**config.mk**
```make
export PLATFORM = sky130hd
export DESIGN_NAME = bram_stream_reader
export DESIGN_NICKNAME = d
export VERILOG_FILES = /design/src/rtl/bram_rd_pkg.sv /design/src/rtl/rd_skid_fifo.sv /design/src/rtl/bram_stream_reader.sv
export SDC_FILE = /design/constraint.sdc
export NUM_CORES = 1
export LEC_CHECK = 0
export CAP_MARGIN = 20
export CORE_MARGIN = 5
export CORE_UTILIZATION = 39
export CTS_BUF_LIST = sky130_fd_sc_hd__clkbuf_4
export DETAILED_ROUTE_END_ITERATION = 10
export GPL_TIMING_DRIVEN = 0
export PLACE_DENSITY = 0.78
export SYNTH_ARGS = -nofsm -noshare
export SYNTH_HDL_FRONTEND = slang
export SYNTH_SLANG_ARGS = --single-unit
```
**constraint.sdc**
```tcl
create_clock -name clk -period 4.15 [get_ports clk]
set_input_delay 1.245 -clock clk [delete_from_list [all_inputs] [get_ports clk]]
set_output_delay 1.245 -clock clk [all_outputs]
set_load 0.01 [all_outputs]
```
**src/rtl/bram_rd_pkg.sv**
```systemverilog
// Shared types and constants for the BRAM stream reader.
// The optional stall counter in bram_stream_reader is enabled by defining BRAM_RD_STALL_CNT_EN.
package bram_rd_pkg;

  typedef enum logic [1:0] {
    IDLE   = 2'd0,
    STREAM = 2'd1,
    DRAIN  = 2'd2,
    FINISH = 2'd3
  } rd_state_t;

  localparam int FIFO_DEPTH = 2;

endpackage

```
**src/rtl/rd_skid_fifo.sv**
```systemverilog
// Two-entry FIFO that holds returned BRAM words (data plus last tag) until the stream consumer takes them.
// The controller never pushes into a full FIFO, so push and pop only need to work together at count 1.
module rd_skid_fifo
  import bram_rd_pkg::*;
#(
  parameter int WIDTH = 8
) (
  input  logic             clk,
  input  logic             rst,
  input  logic             push,
  input  logic [WIDTH-1:0] push_data,
  input  logic             push_last,
  input  logic             pop,
  output logic [1:0]       count,
  output logic [WIDTH-1:0] head_data,
  output logic             head_last
);

  typedef struct packed {
    logic [WIDTH-1:0] data;
    logic             last;
  } rd_beat_t;

  logic       rd_ptr_reg;
  logic       wr_ptr_reg;
  logic [1:0] count_reg;
  rd_beat_t   head_beat;

  genvar gi;
  generate
    for (gi = 0; gi < FIFO_DEPTH; gi++) begin : g_entry
      rd_beat_t entry_reg;
      always_ff @(posedge clk) begin
        if (rst) begin
          entry_reg <= '0;
        end else if (push && (wr_ptr_reg == 1'(gi))) begin
          entry_reg <= '{data: push_data, last: push_last};
        end
      end
    end
  endgenerate

  always_ff @(posedge clk) begin
    if (rst) begin
      rd_ptr_reg <= 1'b0;
      wr_ptr_reg <= 1'b0;
      count_reg  <= 2'd0;
    end else begin
      if (push) wr_ptr_reg <= ~wr_ptr_reg;
      if (pop)  rd_ptr_reg <= ~rd_ptr_reg;
      if (push && !pop)      count_reg <= count_reg + 2'd1;
      else if (pop && !push) count_reg <= count_reg - 2'd1;
    end
  end

  assign head_beat = rd_ptr_reg ? g_entry[1].entry_reg : g_entry[0].entry_reg;
  assign head_data = head_beat.data;
  assign head_last = head_beat.last;
  assign count     = count_reg;

endmodule

```
**src/rtl/bram_stream_reader.sv**
```systemverilog
// Streams LEN sequential words out of a 1-cycle-latency single-port BRAM onto a valid/ready port.
// Defining BRAM_RD_STALL_CNT_EN adds the stall_cycles output (cycles spent with m_valid & !m_ready).
module bram_stream_reader
  import bram_rd_pkg::*;
#(
  parameter int WIDTH      = 8,
  parameter int DEPTH      = 784,
  parameter int DEPTH_BITS = 10
) (
  input  logic                  clk,
  input  logic                  rst,
  input  logic                  start,
  input  logic [DEPTH_BITS-1:0] base_addr,
  input  logic [DEPTH_BITS:0]   length,
  output logic                  busy,
  output logic                  done,
  output logic                  read_en,
  output logic [DEPTH_BITS-1:0] read_address,
  input  logic [WIDTH-1:0]      read_data_in,
  output logic                  m_valid,
  input  logic                  m_ready,
  output logic [WIDTH-1:0]      m_data,
  output logic                  m_last
`ifdef BRAM_RD_STALL_CNT_EN
 ,output logic [31:0]           stall_cycles
`endif
);

  rd_state_t             state_reg, state_next;
  logic [DEPTH_BITS-1:0] addr_reg;
  logic [DEPTH_BITS:0]   remain_reg;
  logic                  inflight_reg;
  logic                  inflight_last_reg;
  logic [1:0]            fifo_count;
  logic                  head_last;
  logic                  pop;
  logic [2:0]            credit;
  logic                  last_read;
  logic                  accept;

  assign pop     = m_valid & m_ready;
  assign m_valid = (fifo_count != 2'd0);
  assign m_last  = m_valid & head_last;
  assign accept  = (state_reg == IDLE) & start;

  // Words already held plus the one returning from BRAM must leave room in the 2-entry FIFO.
  assign credit    = {1'b0, fifo_count} + {2'b00, inflight_reg} - {2'b00, pop};
  assign read_en   = (state_reg == STREAM) && (credit < 3'd2);
  assign last_read = read_en && (remain_reg == (DEPTH_BITS+1)'(1));

  assign busy         = (state_reg != IDLE);
  assign done         = (state_reg == FINISH);
  assign read_address = addr_reg;

  always_comb begin
    state_next = state_reg;
    case (state_reg)
      IDLE:    if (start) state_next = (length == '0) ? FINISH : STREAM;
      STREAM:  if (last_read) state_next = DRAIN;
      DRAIN:   if (pop && m_last) state_next = FINISH;
      FINISH:  state_next = IDLE;
      default: state_next = IDLE;
    endcase
  end

  always_ff @(posedge clk) begin
    if (rst) begin
      state_reg         <= IDLE;
      addr_reg          <= '0;
      remain_reg        <= '0;
      inflight_reg      <= 1'b0;
      inflight_last_reg <= 1'b0;
    end else begin
      state_reg         <= state_next;
      inflight_reg      <= read_en;
      inflight_last_reg <= last_read;
      if (accept) begin
        addr_reg   <= base_addr;
        remain_reg <= length;
      end else if (read_en) begin
        addr_reg   <= (addr_reg == DEPTH_BITS'(DEPTH - 1)) ? '0 : addr_reg + 1'b1;
        remain_reg <= remain_reg - 1'b1;
      end
    end
  end

  rd_skid_fifo #(
    .WIDTH(WIDTH)
  ) u_fifo (
    .clk       (clk),
    .rst       (rst),
    .push      (inflight_reg),
    .push_data (read_data_in),
    .push_last (inflight_last_reg),
    .pop       (pop),
    .count     (fifo_count),
    .head_data (m_data),
    .head_last (head_last)
  );

`ifdef BRAM_RD_STALL_CNT_EN
  logic [31:0] stall_cnt_reg;

  always_ff @(posedge clk) begin
    if (rst || accept) begin
      stall_cnt_reg <= '0;
    end else if (m_valid && !m_ready && (stall_cnt_reg != '1)) begin
      stall_cnt_reg <= stall_cnt_reg + 32'd1;
    end
  end

  assign stall_cycles = stall_cnt_reg;
`endif

endmodule

```
==> results of run 1 <==
-- logic make-up after synthesis --
| logic type | after synthesis |
|---|---|
| AO/OA/AOI/OAI | 59 |
| XOR/XNOR | 17 |
| adder cells (fa/ha/maj) | 11 |
| buffers and inverters | 25 |
| flip-flops | 47 |
| multiplexers | 9 |
| AND/OR/NAND/NOR | 121 |
-- cell type report --
class	count	area share [%]
Tap cell	75	2.93
Clock inverter	3	1.45
Inverter	12	1.56
Timing Repair Buffer	60	18.2
Buffer	13	1.60
Sequential cell	47	29.4
Clock buffer	5	1.17
Multi-Input combinational cell	217	43.7
-- stage by stage --
step	power, mW	setup slack [ps]	cells	util [%]
2_1_floorplan	1.08	13.4	289	-
3_3_place_gp	1.31	-1350	418	51.1
3_5_place_dp	1.33	-1370	418	51.1
4_1_cts	1.73	0.889	432	53.8
5_1_grt	1.86	68.1	432	53.8
6_report	1.74	140	432	53.8
-- worst max-delay path: stages --
cell      delay [ps]
clkbuf_2          90
o21ai_2           60
inv_1             60
ha_1             260
nand2b_4         140
fa_2             530
and2_4           160
nand2_4           60
clkinv_4          60
buf_6             90
-- worst paths after layout --
| path | to | cells past startpoint |
|---|---|---|
| max reg2reg | state_reg[1] | 12 |
| min | u_fifo.g_entry[1].entry_reg[6] | 2 |
| max | read_en | 10 |
| min reg2reg | u_fifo.g_entry[1].entry_reg[6] | 2 |
-- cells in the mapped netlist (2+ instances only) --
cell | n | area (um^2)
mux2_2 | 8 | 90.1
xnor2_1 | 5 | 43.8
nor3_1 | 4 | 20.0
nor4b_1 | 2 | 17.5
nor4_1 | 4 | 25.0
a22o_1 | 5 | 43.8
xor2_1 | 12 | 105
buf_1 | 2 | 7.51
clkbuf_1 | 9 | 33.8
o211ai_1 | 2 | 15.0
a211oi_1 | 12 | 90.1
nand4_1 | 2 | 12.5
buf_2 | 2 | 10.0
o31ai_1 | 3 | 22.5
nor3b_1 | 2 | 15.0
dfxtp_1 | 47 | 941
or3_1 | 2 | 12.5
or4_1 | 2 | 15.0
o21ai_0 | 8 | 40.0
nor2_1 | 28 | 105
nand3_1 | 16 | 80.1
a311oi_1 | 4 | 35.0
ha_1 | 10 | 125
nand2b_1 | 3 | 18.8
and3_1 | 2 | 12.5
nand2_1 | 43 | 161
inv_1 | 11 | 41.3
a21oi_1 | 24 | 120
-- repair_timing --
| action | in CTS | in global routing |
|---|---|---|
| gates cloned | 0 | 0 |
| setup buffers | 6 | 0 |
| pin swaps | 5 | 2 |
| endpoints found under the setup margin | 1 | 1 |
| gates resized for setup | 16 | 1 |
-- where the power goes --
group | leakage (nW) | switching (mW) | internal (mW)
clock | 0.0418 | 0.165 | 0.129
combinational | 0.758 | 0.427 | 0.391
sequential | 0.384 | 0.0928 | 0.536
total | 1.18 | 0.685 | 1.06
-- layer usage --
layer | wire length (um) | up-vias
met4 | 123 | 0
met5 | 0 | -
met1 | 2810 | 1082
met2 | 3070 | 100
li1 | - | 1149
met3 | 500 | 13
==> impl_summary.txt, run 1 <==
----------------------------------------------------
[Worst hold path]
  Hold WC Path Type ... reg -> reg
  Startpoint of the lowest-slack hold path ... u_fifo.g_entry[1].entry_reg[6]

[Yosys]
  Number of flops mapped to enable cells by yosys ... 0
  Per-instance average area after synthesis ... 8.33 um^2
  Total of warnings raised by yosys ... 0
  Arithmetic-cell share of the synthesized area counting full adders, half adders and majority gates ... 6.03%
  Share of synthesized flip-flops with an asynchronous set or reset ... 0%
  Netlist area before placement ... between 2000 and 2500 um^2
  Share of synthesized cell area in and, or, nand and nor gates ... between 20% and 30%
  Count of distinct cell types in the synthesized netlist ... 43
  Mapped Cells ... 289
  Compound-cell area share of the yosys netlist ... roughly 16%
  Multiplexer area fraction after synthesis ... under 10%
  Net count of the mapped netlist ... 333
  Xor and xnor area share after synthesis ... roughly 6.2%
  Seq/Total Area, Yosys ... between 30% and 40%
  Register bit count reported by yosys ... between 40 and 50
  Most used flip-flop cell after synthesis ... dfxtp_1
  Dominant combinational cell family by area after synthesis ... simple AND/OR/NAND/NOR gates

[STA]
  Largest clock skew in the final design ... ~17 ps
  Minimum hold slack ... around 460 ps
  Ratio of final minimum period to clock period ... between 90% and 100%
  Final number of max-transition violations ... 0
  Accumulated negative setup slack ... 0 ps
  Number of hold violations in the final report ... 0
  RSZ-0062 raised after global routing ... no
  Transition at the pin with the smallest max-transition slack ... between 700 and 800 ps
  Final count of negative-setup-slack endpoints ... 0
  Achievable clock frequency ... 249 MHz
  Worst max-slew margin expressed relative to the limit ... between 50% and 60%
  Crit path time final ... approximately 4000 ps

[Power and ir drop]
  Cell area power density ... ~540 nW/um^2
  Peak supply drop ... between 0.2 and 0.25 mV
  Leak Pwr ... around 1.2 nW

[Clock tree]
  Total of hold buffers inserted after clock tree synthesis ... 0
  Clk sinks ... 47
  CTS Buf Count ... 5
  Root Driver ... clkbuf_4
  Clock-pin transition on the worst setup and hold timing paths ... ~150 ps
  Clock tree from TritonCTS ... yes
  Worst-case clock buffer depth ... 2
  H-Tree Depth ... 2
  Clock latency reported for the late side of the worst-skew pair ... roughly 380 ps

[Routing]
  Remaining DRCs ... 0
  Vias per Instance ... approximately 5.4
  DR iter-0 viols ... approximately 140
  Overall routed net length ... 6500 um
  Residual antenna-violating net count after detailed routing ... 0
  Via total after detailed routing ... about 2300
  First-pass detailed-route iteration total ... 6
  Average routed wire per standard cell ... ~15 um

[Global routing]
  GRT Residual Overflow ... 0
  Number of antenna violations at the first check in global routing ... 0
  Number of global-route vias before repair ... ~2300
  Met3 Resource Use GR ... 3.91%
  Global routing usage on met1 ... 22.7%
  Total track usage ... roughly 18%
  Global-route track usage on met2 ... around 28%
  Pin count of the biggest net entering global routing ... 17
  Gr busiest metal ... met2
  Global-route wire length before repair ... about 11000 um

[Setup path]
  Classification of the worst setup path ... in -> out
  Critical path origin ... m_ready
  Flop-to-flop setup slack ... 1150 ps
  Required time at the worst-slack endpoint ... just under 3000 ps
  Reg2Reg Launch Point ... u_fifo.count[1]
  Largest fanout of any net on the critical path ... 2
  WP data arrival ... around 2800 ps
  Capturing element type of the critical path ... output pin
  Kind of start point of the critical path ... input port

[Floorplanning]
  Die Height ... between 80 and 90 um
  Placement Rows ... 28
  X dimension of the die ... roughly 90 um
  Core Box Area ... around 6000 um^2
  I/O pins ... between 50 and 60
  Overall die area ... roughly 8000 um^2
  Effective utilization at floorplan ... 40.4%

[Layout]
  Footprint of the multi-input gates ... between 1000 and 1500 um^2
  Total number of nets in the final design ... 400
  Layout area overhead ... 33.0%
  Most common library cell in the layout ignoring fill and taps ... clkdlybuf4s50_1
  Register area ... about 940 um^2
  Ratio of cells with drive above 1 in the final layout ... between 10% and 20%
  Total non-filler cell area in the finished layout ... about 3200 um^2
  Commonest non-fill, non-tap cells in the layout ... clkdlybuf4s50_1, dfxtp_1, nand2_1
  Count of antenna diodes in the layout ... 0
  Largest register FFs ... 18
  Fillcell total ... around 550

[Place]
  RePlAce Congestion ... approximately 0.88
  Detailed placement HPWL ... between 4000 and 5000 um
  Cell Area, Placed ... 3040 um^2
  Buffers added on ports ... between 50 and 60

[Run]
  Maximum capacitance violations ... 0

[Outcome]
  Status ... finished, final reports clean

----------------------------------------------------
Note: power is estimated with default switching activity, not from simulation.
==> run 2: changes to the inputs <==
--- a/config.mk
+++ b/config.mk
@@ -10,8 +10,9 @@
 export CORE_UTILIZATION = 39
 export CTS_BUF_LIST = sky130_fd_sc_hd__clkbuf_4
 export DETAILED_ROUTE_END_ITERATION = 10
-export GPL_TIMING_DRIVEN = 0
+export GPL_TIMING_DRIVEN = 1
 export PLACE_DENSITY = 0.78
+export RECOVER_POWER = 100
 export SYNTH_ARGS = -nofsm -noshare
 export SYNTH_HDL_FRONTEND = slang
 export SYNTH_SLANG_ARGS = --single-unit
==> impl_summary.txt, run 2 (same netlist as run 1, synthesis figures left out) <==
----------------------------------------------------
[Outcome]
  Status ... finished, final reports clean (unchanged)

[Power and ir drop]
  Switching power share of the total ... 38.8% (was 39.4%)
  Share of total power in the clock network ... 16.6% (was 16.9%)
  Cell area power density ... 518 nW/um^2 (was 544 nW/um^2)
  Final Power ... 1.64 mW (was 1.74 mW)
  Relative contribution of sequential cells to total power ... 39.5% (was 36.1%)
  Peak supply drop ... 0.228 mV (was 0.210 mV)
  Leak Pwr ... 1.23 nW (was 1.18 nW)
  Switching power summed over all nets ... 0.634 mW (was 0.685 mW)
  P_int ... 1.00 mW (was 1.06 mW)
  Fraction of power consumed by combinational cells ... 43.9% (was 47.0%)

[Setup path]
  Worst path bufs/invs ... 4 (unchanged)
  Kind of start point of the critical path ... input port (unchanged)
  Classification of the worst setup path ... in -> out (unchanged)
  Capturing element type of the critical path ... output pin (unchanged)
  Flop-to-flop setup slack ... 1050 ps (was 1150 ps)
  Crit Reg-Reg Endpoint ... read_address[5] (was state_reg[1])
  WP data arrival ... 2760 ps (was 2770 ps)
  Crit path cell chain ... clkbuf_1 -> o21ai_2 -> inv_1 -> ha_1 -> nand2b_1 -> fa_1 -> xnor2_2 -> nand2_4 -> inv_4 -> buf_6 (was clkbuf_2 -> o21ai_2 -> inv_1 -> ha_1 -> nand2b_4 -> fa_2 -> and2_4 -> nand2_4 -> clkinv_4 -> buf_6)
  Reg2Reg Launch Point ... u_fifo.count[1] (unchanged)
  Required time at the worst-slack endpoint ... 2900 ps (about the same)
  Family with the most delay on the worst path ... adder cells (unchanged)
  Largest fanout of any net on the critical path ... 2 (unchanged)
  Critical Path Max Stage Delay ... 410 ps (was 530 ps)
  Worst reg2reg path depth ... 11 (was 12)
  Critical path's slowest cell ... fa_1 (was fa_2)

[STA]
  Transition at the pin with the smallest max-transition slack ... 669 ps (was 715 ps)
  Final number of max-transition violations ... 0 (unchanged)
  Crit path time final ... 4010 ps (about the same)
  Final count of negative-setup-slack endpoints ... 0 (unchanged)
  RSZ-0062 raised after global routing ... no (unchanged)
  Worst max-slew margin expressed relative to the limit ... 55.1% (was 52.1%)
  Number of hold violations in the final report ... 0 (unchanged)
  Largest clock skew in the final design ... 6.60 ps (was 17.1 ps)
  Minimum hold slack ... 463 ps (was 465 ps)
  Ratio of final minimum period to clock period ... 96.6% (about the same)
  Achievable clock frequency ... 250 MHz (was 249 MHz)

[Clock tree]
  Clock-pin transition on the worst setup and hold timing paths ... 130 ps (was 150 ps)
  CTS Buf Count ... 5 (unchanged)
  Root Driver ... clkbuf_4 (unchanged)
  Worst-case clock buffer depth ... 2 (unchanged)
  H-Tree Depth ... 2 (unchanged)
  Clk sinks ... 47 (unchanged)
  Clock latency reported for the late side of the worst-skew pair ... 360 ps (was 380 ps)
  Clock tree from TritonCTS ... yes (unchanged)

[Routing]
  First-pass detailed-route iteration total ... 4 (was 6)
  Vias per Instance ... 5.31 (was 5.43)
  Residual antenna-violating net count after detailed routing ... 0 (unchanged)
  DR iter-0 viols ... 68 (was 142)
  Average routed wire per standard cell ... 14.0 um (was 15.1 um)
  Via total after detailed routing ... 2255 (was 2344)
  Overall routed net length ... 5960 um (was 6500 um)
  Remaining DRCs ... 0 (unchanged)

[Global routing]
  Global-route wire length before repair ... 10500 um (was 10900 um)
  Pin count of the biggest net entering global routing ... 47 (was 17)
  Met3 Resource Use GR ... 4.10% (was 3.91%)
  Global-route track usage on met2 ... 27.2% (was 28.1%)
  Total track usage ... 16.7% (was 17.5%)
  GRT Residual Overflow ... 0 (unchanged)
  Global routing usage on met1 ... 21.5% (was 22.7%)
  Number of global-route vias before repair ... 2322 (was 2324)
  Gr busiest metal ... met2 (unchanged)
  Number of antenna violations at the first check in global routing ... 0 (unchanged)

[Layout]
  Register area ... 941 um^2 (unchanged)
  Largest register FFs ... 18 (unchanged)
  Commonest non-fill, non-tap cells in the layout ... dfxtp_1, nand2_1, clkdlybuf4s50_1 (was clkdlybuf4s50_1, dfxtp_1, nand2_1)
  Layout area overhead ... 31.2% (was 33.0%)
  Most common library cell in the layout ignoring fill and taps ... dfxtp_1 (was clkdlybuf4s50_1)
  Count of antenna diodes in the layout ... 0 (unchanged)
  Footprint of the multi-input gates ... 1390 um^2 (was 1400 um^2)
  Ratio of cells with drive above 1 in the final layout ... 9.14% (was 10.6%)
  Total number of nets in the final design ... 393 (was 400)
  Fillcell total ... 610 (was 549)

[Worst hold path]
  Hold WC Path Type ... reg -> reg (unchanged)
  Worst hold path cell count ... 2 (unchanged)
  Startpoint of the lowest-slack hold path ... u_fifo.g_entry[0].entry_reg[4] (was u_fifo.g_entry[1].entry_reg[6])
  Hold-critical path endpoint ... u_fifo.g_entry[0].entry_reg[4] (was u_fifo.g_entry[1].entry_reg[6])

[Place]
  Buffers added on ports ... 55 (was 54)
  RePlAce Congestion ... 0.799 (was 0.875)
  Detailed placement HPWL ... 4310 um (was 4590 um)

[Floorplanning]
  Placement Rows ... 28 (unchanged)
  Effective utilization at floorplan ... 40.4% (unchanged)
  Core Box Area ... 5960 um^2 (unchanged)
  Die Height ... 88.6 um (unchanged)
  X dimension of the die ... 88.6 um (unchanged)
  Overall die area ... 7840 um^2 (unchanged)
  I/O pins ... 56 (unchanged)

[Run]
  Maximum capacitance violations ... 0 (unchanged)

----------------------------------------------------
[run 2: repair_timing]
action                                  in CTS  in global routing
gates resized for setup                     12                  5
buffers inserted                             0                  1
hold buffers                                 0                  0
pin swaps                                    0                  1
endpoints found under the setup margin       1                  1
[run 2: worst max-delay path by stage]
stage	startpoint	end	depth (start not counted)
after global placement	m_ready	read_en	10
final	m_ready	read_en	10
after floorplan	m_ready	read_en	8
after global routing	m_ready	read_en	10
after CTS	m_ready	read_en	10
after detailed placement	m_ready	read_en	10
[run 2: metrics by stage]
stage / util (%) / instances / worst slack (ps) / setup TNS [ps] / area, um^2
after floorplan: - / 289 / 13.4 / 0 / 2410
after global placement: 51.7 / 416 / -667 / -667 / 3080
after detailed placement: 51.7 / 416 / -666 / -670 / 3080
after CTS: 53.3 / 424 / 7.43 / 0 / 3180
after global routing: 53.0 / 425 / 62.6 / 0 / 3160
final: 53.0 / 425 / 142 / 0 / 3160
[run 2: final cells by class]
cell class,count,share of cell area (%)
clock buffer,5,1.19
clock inverter,3,1.23
inverter,12,1.51
multi-input combinational,217,43.9
sequential,47,29.8
tap,75,2.97
timing repair buffer,66,19.4
[run 2: layer usage]
metal | vias up | share of wire [%] | wire length (um)
li1 | 1137 | - | -
met1 | 1044 | 47 | 2770
met2 | 62 | 46 | 2750
met3 | 12 | 5.6 | 334
met4 | 0 | 1.7 | 102
met5 | - | 0 | 0
[run 2: worst reg2reg max path: stages (launching register included)]
cell,delay (ps)
dfxtp_1,430
o21ai_2,180
inv_1,70
ha_1,260
nand2b_1,150
fa_1,410
xnor2_2,180
nand2_4,100
clkbuf_1,320
nor2_1,120
a211oi_1,610
a22o_1,220
[run 2: power groups by stage]
stage / clock network, mW / logic (mW) / registers, mW
after floorplan: 0 / 0.454 / 0.621
after global placement: 0 / 0.705 / 0.649
after detailed placement: 0 / 0.717 / 0.651
after CTS: 0.280 / 0.746 / 0.647
after global routing: 0.298 / 0.811 / 0.662
final: 0.271 / 0.719 / 0.646
==> run 3: changes to the inputs <==
--- a/config.mk
+++ b/config.mk
@@ -10,8 +10,9 @@
 export CORE_UTILIZATION = 39
 export CTS_BUF_LIST = sky130_fd_sc_hd__clkbuf_4
 export DETAILED_ROUTE_END_ITERATION = 10
+export DONT_BUFFER_PORTS = 1
 export GPL_TIMING_DRIVEN = 1
-export PLACE_DENSITY = 0.78
+export PLACE_DENSITY = 0.66
 export RECOVER_POWER = 100
 export SYNTH_ARGS = -nofsm -noshare
 export SYNTH_HDL_FRONTEND = slang
==> impl_summary.txt, run 3 (same netlist as run 1, synthesis figures left out) <==
----------------------------------------------------
[Setup path]
  Classification of the worst setup path ... in -> out (unchanged)
  WP data arrival ... 2710 ps (was 2760 ps)
  Required time at the worst-slack endpoint ... 2900 ps (about the same)
  Reg2Reg Launch Point ... u_fifo.count[1] (unchanged)
  Largest fanout of any net on the critical path ... 4 (was 2)
  Crit Reg-Reg Endpoint ... read_address[7] (was read_address[5])
  Capturing element type of the critical path ... output pin (unchanged)
  Critical path origin ... m_ready (unchanged)
  Critical path's slowest cell ... fa_1 (unchanged)
  Worst Setup EP ... read_en (unchanged)
  Kind of start point of the critical path ... input port (unchanged)
  Flop-to-flop setup slack ... 840 ps (was 1050 ps)
  Worst reg2reg path depth ... 11 (unchanged)
  Critical Path Max Stage Delay ... 430 ps (was 410 ps)
  Crit path cell chain ... o21ai_0 -> inv_1 -> ha_1 -> nand2b_1 -> fa_1 -> and2_2 -> nand2_1 -> clkinv_2 (was clkbuf_1 -> o21ai_2 -> inv_1 -> ha_1 -> nand2b_1 -> fa_1 -> xnor2_2 -> nand2_4 -> inv_4 -> buf_6)

[Clock tree]
  Setup Fix Bufs, Post-CTS ... 0 (unchanged)
  Clock latency reported for the late side of the worst-skew pair ... 360 ps (about the same)
  Worst-case clock buffer depth ... 2 (unchanged)
  Root Driver ... clkbuf_4 (unchanged)
  Clock tree from TritonCTS ... yes (unchanged)
  Clock-pin transition on the worst setup and hold timing paths ... 150 ps (was 130 ps)
  Clk sinks ... 47 (unchanged)
  H-Tree Depth ... 2 (unchanged)
  CTS Buf Count ... 5 (unchanged)
  Resize count post-CTS ... 0 (was 12)
  Total of hold buffers inserted after clock tree synthesis ... 0 (unchanged)

[Floorplanning]
  Core Box Area ... 5960 um^2 (unchanged)
  Overall die area ... 7840 um^2 (unchanged)
  X dimension of the die ... 88.6 um (unchanged)
  Effective utilization at floorplan ... 40.4% (unchanged)
  I/O pins ... 56 (unchanged)
  Placement Rows ... 28 (unchanged)
  Die Height ... 88.6 um (unchanged)

[Routing]
  Average routed wire per standard cell ... 14.8 um (was 14.0 um)
  DR iter-0 viols ... 100 (was 68)
  Residual antenna-violating net count after detailed routing ... 0 (unchanged)
  Remaining DRCs ... 0 (unchanged)
  Vias per Instance ... 5.52 (was 5.31)
  First-pass detailed-route iteration total ... 4 (unchanged)
  Via total after detailed routing ... 2013 (was 2255)
  Overall routed net length ... 5420 um (was 5960 um)

[Global routing]
  Global-route wire length before repair ... 9010 um (was 10500 um)
  Pin count of the biggest net entering global routing ... 47 (unchanged)
  Number of antenna violations at the first check in global routing ... 0 (unchanged)
  Number of global-route vias before repair ... 1904 (was 2322)
  Total track usage ... 14.5% (was 16.7%)
  GRT Residual Overflow ... 0 (unchanged)

[Layout]
  Commonest non-fill, non-tap cells in the layout ... dfxtp_1, nand2_1, nor2_1 (was dfxtp_1, nand2_1, clkdlybuf4s50_1)
  Total number of nets in the final design ... 333 (was 393)
  Count of antenna diodes in the layout ... 0 (unchanged)
  Largest register FFs ... 18 (unchanged)
  Layout area overhead ... 5.51% (was 31.2%)
  Total non-filler cell area in the finished layout ... 2540 um^2 (was 3160 um^2)
  Ratio of cells with drive above 1 in the final layout ... 5.52% (was 9.14%)
  Most common library cell in the layout ignoring fill and taps ... dfxtp_1 (unchanged)

[STA]
  Transition at the pin with the smallest max-transition slack ... 675 ps (was 669 ps)
  Minimum hold slack ... 455 ps (was 463 ps)
  Largest clock skew in the final design ... 6.34 ps (was 6.60 ps)
  Number of hold violations in the final report ... 0 (unchanged)
  Accumulated negative setup slack ... 0 ps (unchanged)
  Crit path time final ... 3950 ps (was 4010 ps)
  Final count of negative-setup-slack endpoints ... 0 (unchanged)
  Worst max-slew margin expressed relative to the limit ... 54.7% (was 55.1%)
  Ratio of final minimum period to clock period ... 95.3% (was 96.6%)
  Final number of max-transition violations ... 0 (unchanged)
  RSZ-0062 raised after global routing ... no (unchanged)
  Achievable clock frequency ... 253 MHz (was 250 MHz)

[Power and ir drop]
  Cell area power density ... 560 nW/um^2 (was 518 nW/um^2)
  Leak Pwr ... 0.926 nW (was 1.23 nW)
  Peak supply drop ... 0.290 mV (was 0.228 mV)

[Worst hold path]
  Hold WC Path Type ... reg -> reg (unchanged)

[Place]
  Buffers added on ports ... 0 (was 55)
  RePlAce Congestion ... 0.837 (was 0.799)
  Detailed placement HPWL ... 4010 um (was 4310 um)
  Cell Area, Placed ... 2500 um^2 (was 3080 um^2)

[Run]
  Maximum capacitance violations ... 0 (unchanged)

[Outcome]
  Status ... finished, final reports clean (unchanged)

----------------------------------------------------
==> run 3: cell types whose count changed in the layout (fill, tap and decap cells not counted), sizes merged <==
cell / previous run / this run
clkinv: 2 / 3
dlygate4sd3: 23 / 0
buf: 6 / 1
clkdlybuf4s50: 30 / 0
bufinv: 1 / 0
clkbuf: 12 / 10
inv: 12 / 11
clkinvlp: 0 / 1
==> run 3: how the worst min path moves through the flow <==
stage / end / start / cells past startpoint
6_report: u_fifo.g_entry[0].entry_reg[5] / u_fifo.g_entry[0].entry_reg[5] / 2
5_1_grt: u_fifo.g_entry[1].entry_reg[0] / u_fifo.g_entry[1].entry_reg[0] / 2
4_1_cts: u_fifo.g_entry[0].entry_reg[5] / u_fifo.g_entry[0].entry_reg[5] / 2
3_5_place_dp: u_fifo.g_entry[0].entry_reg[5] / u_fifo.g_entry[0].entry_reg[5] / 2
3_3_place_gp: u_fifo.g_entry[0].entry_reg[8] / u_fifo.g_entry[0].entry_reg[8] / 2
2_1_floorplan: u_fifo.g_entry[0].entry_reg[0] / inflight_last_reg / 2
==> run 3: cell type report <==
cell class                      count  area, um^2
Inverter                           12        46.3
Timing Repair Buffer                6        30.0
Fill cell                         640        3420
Tap cell                           75        93.8
Clock buffer                        5        37.5
Multi-Input combinational cell    217        1370
Clock inverter                      3        25.0
Sequential cell                    47         941
==> run 3: worst max-delay path, delay by kind of cell <==
family | cells | cell delay (ps)
AOI/OAI and AO/OA | 1 | 90
adders and majority gates | 2 | 700
buffers and inverters | 2 | 180
and+or+nand+nor | 3 | 490
==> run 3: layer usage <==
metal | vias to the layer above | GRT usage (%) | share of wire, %
met5 | - | 0 | 0
met4 | 0 | 3.30 | 0.85
met3 | 5 | 4.28 | 6.0
met2 | 43 | 24.1 | 48
met1 | 952 | 18.5 | 45
li1 | 1013 | - | -
==> run 3: where the power goes <==
group / switching [mW] / internal (mW) / leakage [nW]
logic: 0.318 / 0.225 / 0.510
clock network: 0.161 / 0.0683 / 0.0314
registers: 0.114 / 0.536 / 0.384
==> run 3: through the flow <==
stage / utilization [%] / setup slack, ps / power [mW] / cells
floorplan: - / 13.4 / 1.08 / 289
global placement: 41.9 / 222 / 1.22 / 357
detailed placement: 41.9 / 199 / 1.23 / 357
CTS: 43.0 / 187 / 1.46 / 365
global route: 42.6 / 108 / 1.54 / 365
finish: 42.6 / 196 / 1.42 / 365
